`src/rtl/uart_rx_pkg.sv`:
```
// Shared definitions for the UART receive path: FSM encoding and oversampling constants.
package uart_rx_pkg;

  typedef enum logic [1:0] {
    IDLE  = 2'b00,
    START = 2'b01,
    DATA  = 2'b10,
    STOP  = 2'b11
  } rx_state_e;

  localparam int unsigned OVERSAMPLE = 16;
  localparam int unsigned MID_START  = 7;

endpackage

```
`src/rtl/baud_rate_gen.sv`:
```
// Free-running divider producing a one-cycle oversample tick every BAUD_DIV clocks.
module baud_rate_gen #(
  parameter int unsigned BAUD_DIV = 163
) (
  input  logic clock,
  input  logic reset,
  output logic tick
);

  localparam int unsigned CW = (BAUD_DIV > 1) ? $clog2(BAUD_DIV) : 1;

  logic [CW-1:0] cnt_q;

  always_ff @(posedge clock) begin
    if (reset) begin
      cnt_q <= '0;
    end else if (cnt_q == CW'(BAUD_DIV - 1)) begin
      cnt_q <= '0;
    end else begin
      cnt_q <= cnt_q + CW'(1);
    end
  end

  assign tick = (cnt_q == CW'(BAUD_DIV - 1));

endmodule

```
`src/rtl/uart_rx.sv`:
```
// 8N1 UART receiver, LSB first, 16x oversampling, with input synchroniser,
// start-glitch rejection and a framing-error flag held alongside the received byte.
module uart_rx
  import uart_rx_pkg::*;
#(
  parameter int unsigned N_BITS_DATA = 8,
  parameter int unsigned SB_TICK     = 16,
  parameter int unsigned BAUD_DIV    = 163
) (
  input  logic                   clock,
  input  logic                   reset,
  input  logic                   rx,
  output logic                   rx_done_tick,
  output logic [N_BITS_DATA-1:0] dout,
  output logic                   frame_err_o
);

  localparam int unsigned NW = (N_BITS_DATA > 1) ? $clog2(N_BITS_DATA) : 1;

  logic                   s_tick;
  logic [1:0]             sync_q;
  logic                   rx_s;
  rx_state_e              state_q, state_d;
  logic [3:0]             s_cnt_q, s_cnt_d;
  logic [NW-1:0]          n_cnt_q, n_cnt_d;
  logic [N_BITS_DATA-1:0] shift_q, shift_d;
  logic [N_BITS_DATA-1:0] dout_q, dout_d;
  logic                   ferr_q, ferr_d;
  logic                   done_q, done_d;

  baud_rate_gen #(.BAUD_DIV(BAUD_DIV)) u_baud (
    .clock (clock),
    .reset (reset),
    .tick  (s_tick)
  );

  assign rx_s = sync_q[1];

  always_comb begin
    state_d = state_q;
    s_cnt_d = s_cnt_q;
    n_cnt_d = n_cnt_q;
    shift_d = shift_q;
    dout_d  = dout_q;
    ferr_d  = ferr_q;
    done_d  = 1'b0;
    unique case (state_q)
      IDLE: begin
        // Start edge is looked for every clock, not just on ticks.
        if (!rx_s) begin
          state_d = START;
          s_cnt_d = '0;
        end
      end
      START: begin
        if (s_tick) begin
          if (s_cnt_q == 4'(MID_START)) begin
            if (!rx_s) begin
              state_d = DATA;
              s_cnt_d = '0;
              n_cnt_d = '0;
            end else begin
              state_d = IDLE;
            end
          end else begin
            s_cnt_d = s_cnt_q + 4'd1;
          end
        end
      end
      DATA: begin
        if (s_tick) begin
          if (s_cnt_q == 4'(OVERSAMPLE - 1)) begin
            s_cnt_d = '0;
            shift_d = {rx_s, shift_q[N_BITS_DATA-1:1]};
            if (n_cnt_q == NW'(N_BITS_DATA - 1)) begin
              state_d = STOP;
            end else begin
              n_cnt_d = n_cnt_q + NW'(1);
            end
          end else begin
            s_cnt_d = s_cnt_q + 4'd1;
          end
        end
      end
      STOP: begin
        if (s_tick) begin
          if (s_cnt_q == 4'(SB_TICK - 1)) begin
            state_d = IDLE;
            dout_d  = shift_q;
            ferr_d  = ~rx_s;
            done_d  = 1'b1;
          end else begin
            s_cnt_d = s_cnt_q + 4'd1;
          end
        end
      end
      default: state_d = IDLE;
    endcase
  end

  always_ff @(posedge clock) begin
    if (reset) begin
      sync_q  <= 2'b11;
      state_q <= IDLE;
      s_cnt_q <= '0;
      n_cnt_q <= '0;
      shift_q <= '0;
      dout_q  <= '0;
      ferr_q  <= 1'b0;
      done_q  <= 1'b0;
    end else begin
      sync_q  <= {sync_q[0], rx};
      state_q <= state_d;
      s_cnt_q <= s_cnt_d;
      n_cnt_q <= n_cnt_d;
      shift_q <= shift_d;
      dout_q  <= dout_d;
      ferr_q  <= ferr_d;
      done_q  <= done_d;
    end
  end

  assign rx_done_tick = done_q;
  assign dout         = dout_q;
  assign frame_err_o  = ferr_q;

endmodule

```
`config.mk`:
```
export PLATFORM = sky130hd
export DESIGN_NAME = uart_rx
export DESIGN_NICKNAME = d
export VERILOG_FILES = /design/src/rtl/uart_rx_pkg.sv /design/src/rtl/baud_rate_gen.sv /design/src/rtl/uart_rx.sv
export SDC_FILE = /design/constraint.sdc
export NUM_CORES = 1
export LEC_CHECK = 0
export ABC_AREA = 1
export CAP_MARGIN = 40
export CELL_PAD_IN_SITES_DETAIL_PLACEMENT = 2
export CELL_PAD_IN_SITES_GLOBAL_PLACEMENT = 2
export CORE_ASPECT_RATIO = 1.1
export CORE_UTILIZATION = 29
export DETAILED_ROUTE_END_ITERATION = 8
export PLACE_DENSITY_LB_ADDON = 0.08
export SYNTH_ARGS = -nofsm -noshare
export SYNTH_HDL_FRONTEND = slang
export SYNTH_HIERARCHICAL = 1
export SYNTH_SLANG_ARGS = --single-unit
```
`constraint.sdc`:
```
create_clock -name clock -period 1.4 [get_ports clock]
set_input_delay 0.42 -clock clock [delete_from_list [all_inputs] [get_ports clock]]
set_output_delay 0.42 -clock clock [all_outputs]
set_load 0.02 [all_outputs]
```
==> results.py, run 1 <==
metrics = {
    "drt": {
        "drc": 0,
        "firstDrtPassIters": 4,
        "wl_um": 4910,
        "drtIter0Drc": 28,
        "routedWlPerCell_um": 13.7,
        "postRouteAntennaNets": 0,
        "vias": 1659,
        "wl_met1_um": 2330,
        "dr_wl_met3_um": 95,
        "highest_layer": "met4",
        "dr_wl_met2_um": 2450,
        "via_per_inst": 4.65,
    },
    "clock_tree": {
        "ctsHtreeMaxLevel": 2,
        "cts_buffer_depth": 2,
        "clock-sinks": 37,
        "clkLatencyLatePin_ps": 290,
        "path_clk_slew_ps": 80,
        "cts_hold_buf": 0,
        "root_buffer": "clkbuf_8",
        "cts_buffers": 5,
        "cts_tree": "built",
    },
    "run": {
        "drv_cap": 0,
    },
    "outcome": {
        "status": "complete, but fails checks",
        "violations": "negative setup slack",
    },
    "layout": {
        "fillers": 683,
        "nets": 289,
        "final-seq-area_um2": 747,
        "areaGrowthSynthToFinish_pct": 41.9,
        "drive_above_1_share": 0.355,
        "multiInputGateArea_mm2": 0.00103,
        "final_util": 0.437,
        "diodes": 0,
    },
    "yosys": {
        "synth-simple-area-share": 0.358,
        "synth_compound_area_frac": 0.104,
        "synth_top_family_by_area": "simple AND/OR/NAND/NOR gates",
        "synth_fa_ha_area_frac": 0.0367,
        "synth.distinct_cells": 25,
        "ys_seq_area_frac": 0.434,
        "synth.area.mux_share": 0,
        "synth_xor_area_frac": 0.00513,
        "postSynthCellCount": 235,
        "netlist_area_mm2": 0.00171,
        "synth-seq-cells": 37,
        "synth_nets": 243,
        "ys_warn_count": 6,
        "avgSynthCellArea_um2": 7.26,
    },
    "floorplanning": {
        "die_y_um": 82.5,
        "initial_core_util": 0.308,
        "boundaryPins": 13,
        "die-area_mm2": 0.00620,
        "num_rows": 28,
        "die_w_um": 75.1,
        "coreArea_mm2": 0.00554,
    },
    "hold_path": {
        "hp-class": "reg -> reg",
        "hp-start": "sync_q[0]",
    },
    "worst_setup_path": {
        "cp-end-kind": "register",
        "crit_required_ps": 1630,
        "r2r_start": "u_baud/cnt_q[1]",
        "path_class": "reg -> reg",
        "cp_slowest_cell": "dfxtp_1",
        "crit_path_start": "u_baud/cnt_q[1]",
        "worstPathCellList": "ha_4 > nand2_4 > nor2_4 > nand2_2 > clkinv_4 > nand2_4 > nor2_4 > buf_6 > o21ai_0 > nor2_1",
        "start_kind": "register",
        "cp.arrival_ps": 1740,
        "critPathMaxStageDelay_ps": 380,
        "cp_max_fo": 8,
    },
    "grt": {
        "grt-ovfl-total": 0,
        "grt_pass1_wl_um": 7560,
        "grt_antenna_before_repair": 0,
        "grt_pass1_vias": 1621,
        "grt_max_degree": 24,
        "grt_util_all_layers": 0.163,
    },
    "placed_design": {
        "gp_congestion": 0.698,
        "dp_slack_ps": -184,
        "hpwlAfterDp_um": 3310,
        "numPortBuffers": 12,
    },
    "timing": {
        "tns_ps": -1260,
        "finalCritPeriodShare": 1.08,
        "finClkSkew_ps": 6.84,
        "layout_setup_ws_ps": -106,
        "fmax_mhz": 664,
        "drv_slew": 0,
        "slew_headroom": 0.770,
        "finalHoldViolations": 0,
        "setup_viol": 24,
        "min_period_ps": 1510,
        "rsz0062_at_grt": "true",
        "worst_slew_pin_slew_ps": 344,
    },
    "power_and_ir_drop": {
        "p_per_area_mw_per_mm2": 1020,
        "p_leak_nw": 1.02,
        "vdd_drop_max_mv": 0.453,
    },
}
==> power breakdown <==
| part | internal (mW) | leakage (nW) | switching, mW | total (mW) |
|---|---|---|---|---|
| clock network | 0.534 | 0.0543 | 0.431 | 0.964 |
| logic | 0.165 | 0.669 | 0.228 | 0.393 |
| registers | 1.09 | 0.301 | 0.0333 | 1.12 |
==> routing by layer <==
layer	track usage	vias to the layer above
met3	0.0364	5
met4	0.0389	0
met2	0.283	11
li1	-	838
met1	0.203	805
met5	0	-
==> per-stage QoR <==
step / hold WS [ps] / cells / total power, mW / area (um^2)
2_1_floorplan: 389 / 235 / 1.35 / 1730
3_3_place_gp: 398 / 342 / 1.48 / 2110
3_5_place_dp: 405 / 342 / 1.48 / 2110
4_1_cts: 420 / 352 / 2.48 / 2270
5_1_grt: 443 / 357 / 2.59 / 2420
6_report: 437 / 357 / 2.48 / 2420
==> registers in the layout (all words and copies together), names as in the netlist, named ones only <==
| signal | count |
|---|---|
| frame_err_o | 1 |
| sync_q | 2 |
| u_baud/cnt_q | 8 |
| dout | 8 |
| state_q | 1 |
| n_cnt_q | 3 |
| s_cnt_q | 4 |
| rx_done_tick | 1 |
| shift_q | 8 |
==> cells in the mapped netlist <==
master | number | area, um^2
or2_2 | 2 | 12.5
buf_2 | 1 | 5.00
clkinv_1 | 1 | 3.75
dfxtp_1 | 37 | 741
clkbuf_1 | 1 | 3.75
inv_2 | 1 | 3.75
nand3_2 | 1 | 10.0
nand2_2 | 5 | 31.3
buf_4 | 1 | 7.51
nand2_1 | 49 | 184
o21ai_1 | 1 | 5.00
nand3_1 | 12 | 60.1
inv_1 | 19 | 71.3
nor2_4 | 3 | 33.8
nand3b_1 | 3 | 22.5
nand2_4 | 1 | 11.3
o21ai_0 | 19 | 95.1
nor2_1 | 52 | 195
a21oi_1 | 5 | 25.0
nor2_2 | 5 | 31.3
nand4_1 | 3 | 18.8
a21oi_2 | 6 | 52.6
buf_6 | 1 | 11.3
xnor2_1 | 1 | 8.76
ha_1 | 5 | 62.6
==> critical path, delay by kind of cell, from the launching register on <==
family,cells,cell delay [ps]
flip-flops,1,380
buffers and inverters,2,270
AND/OR/NAND/NOR,6,560
AO/OA/AOI/OAI,1,80
adder cells (fa/ha/maj),1,160
==> cell families after synthesis <==
group           Yosys count
xor+xnor                  1
compound gates           31
simple gates            136
flops                    37
buf+inv                  25
fa+ha+maj                 5
==> cell type report <==
class | instances | area share
Tap cell | 75 | 0.0388
Timing Repair inverter | 1 | 0.00258
Timing Repair Buffer | 41 | 0.139
Inverter | 21 | 0.0388
Multi-Input combinational cell | 174 | 0.425
Sequential cell | 37 | 0.309
Clock inverter | 3 | 0.0191
Clock buffer | 5 | 0.0284
==> what timing repair did <==
item	4_1_cts	5_1_grt
gates resized for setup	23	55
endpoints found under the setup margin	37	38
pin swaps	7	17
buffers inserted	2	4
gates cloned	0	2
==> final timing paths <==
| path | end | slack, ps | depth (start not counted) |
|---|---|---|---|
| worst max-delay path | dout[3] | -110 | 10 |
| worst min-delay path | sync_q[1] | 440 | 1 |
| worst max register to register | dout[3] | -110 | 10 |
| worst min register to register | sync_q[1] | 440 | 1 |
==> cell usage in the layout (no fill, tap or decap), types with 7 or more instances in the layout <==
master   count
nand2_1     43
a21oi_2      7
buf_4       25
nand3_1     11
dfxtp_1     32
inv_1       17
nor2_1      43
nor2_2       7
nor2_4      10
nand2_2      9
o21ai_0     12
(Power assumes the default switching activity.)
==> inputs of run 2 (changes only) <==
CORE_MARGIN = 3   (was not set)
PLACE_DENSITY_LB_ADDON = 0.1   (was 0.08)
==> results.py, run 2 (same netlist as run 1, synthesis figures left out) <==
metrics = {
    "worst_setup_path": {
        "start_kind": "register",
        "path_class": "reg -> reg",
        "r2r_start": "u_baud/cnt_q[0]",
        "critPathMaxStageDelay_ps": 340,
        "cp_max_fo": 9,
        "cp.arrival_ps": 1690,
        "worstPathCellList": "inv_2 > ha_4 > nand2_2 > nor2_2 > nand2_2 > clkinv_4 > nand3_2 > clkinv_4 > o21ai_0 > a21oi_1",
        "crit_path_start": "u_baud/cnt_q[0]",
        "cp-end-kind": "register",
        "cp_slowest_cell": "dfxtp_2",
        "crit_required_ps": 1570,
    },
    "clock_tree": {
        "ctsHtreeMaxLevel": 2,
        "cts_hold_buf": 0,
        "cts_tree": "built",
        "clkLatencyLatePin_ps": 290,
        "cts_buffers": 5,
        "clock-sinks": 37,
        "cts_buffer_depth": 2,
        "root_buffer": "clkbuf_8",
        "path_clk_slew_ps": 80,
    },
    "drt": {
        "vias": 1686,
        "drc": 0,
        "wl_um": 4870,
        "postRouteAntennaNets": 0,
        "routedWlPerCell_um": 13.7,
        "firstDrtPassIters": 4,
        "via_per_inst": 4.76,
        "drtIter0Drc": 31,
    },
    "outcome": {
        "violations": "negative setup slack",
        "status": "complete, but fails checks",
    },
    "timing": {
        "fmax_mhz": 658,
        "finClkSkew_ps": 5.24,
        "finalHoldViolations": 0,
        "holdWs_ps": 413,
        "finalCritPeriodShare": 1.09,
        "setup_viol": 19,
        "worst_slew_pin_slew_ps": 306,
        "rsz0062_at_grt": "true",
        "slew_headroom": 0.795,
        "layout_setup_ws_ps": -120,
        "drv_slew": 0,
        "min_period_ps": 1520,
    },
    "hold_path": {
        "hp-start": "sync_q[0]",
        "hp-class": "reg -> reg",
    },
    "floorplanning": {
        "boundaryPins": 13,
        "initial_core_util": 0.308,
        "coreArea_mm2": 0.00554,
        "num_rows": 28,
        "die_y_um": 86.5,
        "die-area_mm2": 0.00684,
        "die_w_um": 79.1,
    },
    "layout": {
        "fillers": 681,
        "diodes": 0,
        "areaGrowthSynthToFinish_pct": 38.4,
        "drive_above_1_share": 0.355,
        "nets": 287,
        "final_common_cell": "nor2_1",
        "layout_common_cells": "nor2_1 (45), nand2_1 (42), dfxtp_1 (36), buf_4 (25), inv_1 (17)",
    },
    "placed_design": {
        "gp_congestion": 0.723,
        "hpwlAfterDp_um": 3420,
        "numPortBuffers": 12,
    },
    "power_and_ir_drop": {
        "p_leak_nw": 1.00,
        "vdd_drop_max_mv": 0.404,
        "p_per_area_mw_per_mm2": 965,
        "total_power_mw": 2.28,
    },
    "grt": {
        "grt_max_degree": 24,
        "grt_util_all_layers": 0.151,
        "grt_antenna_before_repair": 0,
        "grt-ovfl-total": 0,
        "grt_pass1_vias": 1787,
        "grt_pass1_wl_um": 8250,
    },
    "run": {
        "drv_cap": 0,
    },
}
## run 2: final timing paths
kind / slack, ps / end / cells past startpoint
worst min register to register: 410 / sync_q[1] / 1
worst min-delay path: 410 / sync_q[1] / 1
worst max register to register: -120 / shift_q[7] / 10
worst max-delay path: -120 / shift_q[7] / 10
## run 2: what timing repair did
item / 4_1_cts / 5_1_grt
pin swaps: 6 / 14
cloned: 0 / 1
resized for setup: 20 / 58
buffers inserted: 1 / 3
setup endpoints to repair: 37 / 35
## run 2: final cells by class
class	instances	area, um^2	area share
multi-input cells	173	1000	0.424
flip-flops and latches	37	742	0.314
repair buffers	41	343	0.145
well taps	75	93.8	0.0397
inverters	21	91.3	0.0387
clock buffers	6	82.6	0.0350
clock inverters	1	7.51	0.00318
## run 2: report_power, final
group	total [mW]	leakage (nW)	internal (mW)	switching [mW]
registers	1.11	0.300	1.08	0.0262
clock network	0.771	0.0433	0.389	0.381
logic	0.400	0.661	0.165	0.235
total	2.28	1.00	1.64	0.643
## run 2: stage by stage
stage                     instance area (um^2)  setup TNS, ps   util  std cells  setup WS [ps]
after floorplan                           1730          -81.2      -        235          -21.0
after global placement                    2120          -1540  0.383        342          -94.9
after detailed placement                  2120          -2410  0.383        342           -128
after CTS                                 2220          -1560  0.402        350           -114
after global routing                      2360          -4950  0.427        354           -267
final                                     2360          -1320  0.427        354           -120
## run 2: per-layer routing
metal | GRT usage | part of all wire | vias to the layer above
li1 | - | - | 839
met1 | 0.186 | 0.43 | 829
met2 | 0.270 | 0.54 | 13
met3 | 0.0218 | 0.018 | 5
met4 | 0.0516 | 0.014 | 0
met5 | 0 | 0 | -
## run 2: worst max-delay path: cells and delay by family (launching register included)
family	cells	cell delay [ps]
fa+ha+maj	1	150
simple gates	4	390
flops	1	340
compound gates	2	260
buf+inv	3	270
==> inputs of run 3 (changes only) <==
SETUP_SLACK_MARGIN = 0.05   (was not set)
==> results.py, run 3 (same netlist as run 1, synthesis figures left out) <==
metrics = {
    "outcome": {
        "status": "complete, but fails checks",
        "violations": "negative setup slack",
    },
    "worst_setup_path": {
        "cp-end-kind": "register",
        "crit_buf_inv": 2,
        "cp_top_family": "simple AND/OR/NAND/NOR gates",
        "crit_path_start": "u_baud/cnt_q[0]",
        "r2r_start": "u_baud/cnt_q[0]",
        "cp_slowest_cell": "dfxtp_2",
        "reg2regPathDepth": 13,
        "start_kind": "register",
        "crit_required_ps": 1590,
        "cpMostUsedCell": "nand2_2",
        "worstPathCellList": "inv_2 > ha_4 > nand2_2 > nor2_2 > nand2_2 > inv_4 > nand2_2 > nand2_2 > nand2_2 > nor2_1 > nand3_1 > nand3_1 > nand2_1",
        "cp_max_fo": 5,
        "path_class": "reg -> reg",
        "cp.arrival_ps": 1700,
        "rrSetupSlack_ps": -110,
        "critPathMaxStageDelay_ps": 330,
    },
    "clock_tree": {
        "root_buffer": "clkbuf_8",
        "path_clk_slew_ps": 80,
        "cts_tree": "built",
        "cts_hold_buf": 0,
        "cts_buffers": 5,
        "ctsHtreeMaxLevel": 2,
        "clock-sinks": 37,
        "cts_buffer_depth": 2,
        "clkLatencyLatePin_ps": 290,
    },
    "grt": {
        "grt_max_degree": 24,
        "grt_util_all_layers": 0.159,
        "met3_usage": 0.0343,
        "grt_pass1_wl_um": 8480,
        "grt-ovfl-total": 0,
        "use_met2": 0.286,
        "grt_pass1_vias": 1840,
        "grt_antenna_before_repair": 0,
        "gr-max-usage-layer": "met2",
        "met1_usage": 0.187,
    },
    "timing": {
        "finalCritPeriodShare": 1.08,
        "worst_slew_pin_slew_ps": 347,
        "rsz0062_at_grt": "true",
        "finalHoldViolations": 0,
        "layout_setup_ws_ps": -107,
        "setup_viol": 18,
        "finClkSkew_ps": 8.23,
        "tns_ps": -809,
        "fmax_mhz": 664,
        "drv_slew": 0,
        "slew_headroom": 0.768,
        "min_period_ps": 1510,
    },
    "power_and_ir_drop": {
        "seq_power_share": 0.490,
        "p_clk_frac": 0.343,
        "swShare": 0.286,
        "total_power_mw": 2.27,
        "p_switching_mw": 0.648,
        "intPower_mw": 1.62,
        "vdd_drop_max_mv": 0.516,
        "p_leak_nw": 0.969,
        "power_frac_comb": 0.167,
        "p_per_area_mw_per_mm2": 1010,
    },
    "run": {
        "drv_cap": 0,
    },
    "layout": {
        "fillers": 693,
        "final_util": 0.407,
        "diodes": 0,
        "final_common_cell": "nor2_1",
        "nets": 284,
        "areaGrowthSynthToFinish_pct": 32.0,
        "multiInputGateArea_um2": 915,
        "drive_above_1_share": 0.301,
        "fin_area_mm2": 0.00225,
        "final-seq-area_um2": 743,
        "layout_common_cells": "nor2_1 (49), nand2_1 (43), dfxtp_1 (35), buf_4 (24)",
    },
    "drt": {
        "postRouteAntennaNets": 0,
        "vias": 1620,
        "via_per_inst": 4.62,
        "drtIter0Drc": 26,
        "firstDrtPassIters": 4,
        "wl_um": 4750,
        "drc": 0,
        "routedWlPerCell_um": 13.5,
    },
    "floorplanning": {
        "die-area_mm2": 0.00684,
        "die_y_um": 86.5,
        "boundaryPins": 13,
        "initial_core_util": 0.308,
        "die_w_um": 79.1,
        "num_rows": 28,
        "coreArea_mm2": 0.00554,
    },
    "placed_design": {
        "place_area_mm2": 0.00213,
        "hpwlAfterDp_um": 3510,
        "gp_congestion": 0.759,
        "numPortBuffers": 12,
    },
    "hold_path": {
        "hold_path_depth": 1,
        "holdPathEnd": "sync_q[1]",
        "hp-class": "reg -> reg",
        "hp-start": "sync_q[0]",
    },
}
run 3: changes by cell type in the layout (fill, tap and decap cells not counted), sizes merged:
cell,change
dlygate4sd2,-1
clkinv,-1
clkdlybuf4s15,+4
buf,+2
inv,+1
clkbuf,-8
run 3: power groups by stage:
| stage | Sequential [mW] | Clock (mW) | Combinational (mW) |
|---|---|---|---|
| finish | 1.11 | 0.779 | 0.378 |
| global route | 1.12 | 0.867 | 0.428 |
| CTS | 1.11 | 0.829 | 0.382 |
| detailed placement | 1.13 | 0 | 0.354 |
| global placement | 1.13 | 0 | 0.341 |
| floorplan | 1.14 | 0 | 0.206 |
run 3: what timing repair did:
item | CTS | global route
setup endpoints to repair | 37 | 32
resized for setup | 42 | 8
setup buffers | 1 | 0
pin swaps | 15 | 6
run 3: final cells by class:
cell class              count  share of cell area
clock inverters             1             0.00333
repair buffers             38               0.143
clock buffers               6              0.0367
flip-flops and latches     37               0.330
well taps                  75              0.0417
inverters                  21              0.0394
multi-input cells         173               0.406
run 3: routing by layer:
metal / up-vias / wire [um]
met5: - / 0
met1: 782 / 2140
met3: 4 / 81
met2: 12 / 2470
met4: 0 / 61
li1: 822 / -
run 3: worst register-to-register path, cell delays in order (launching register included):
cell and delay, ps:
dfxtp_2 330, inv_2 70, ha_4 120, nand2_2 40
nor2_2 90, nand2_2 80, inv_4 100, nand2_2 60
nand2_2 80, nand2_2 70, nor2_1 100, nand3_1 120
nand3_1 100, nand2_1 50
run 3: stage by stage:
step | setup slack, ps | hold WS (ps) | instances
floorplan | -20.7 | 389 | 235
global placement | -73.4 | 392 | 343
detailed placement | -174 | 406 | 343
CTS | -152 | 422 | 351
global route | -238 | 459 | 351
finish | -107 | 414 | 351
run 3: worst max-delay path by stage:
stage / endpoint / slack [ps] / cells after the start
finish: register / -110 / 13
global route: register / -240 / 13
CTS: register / -150 / 13
detailed placement: dout[6] / -170 / 11
global placement: n_cnt_q[1] / -70 / 13
floorplan: n_cnt_q[0] / -20 / 13
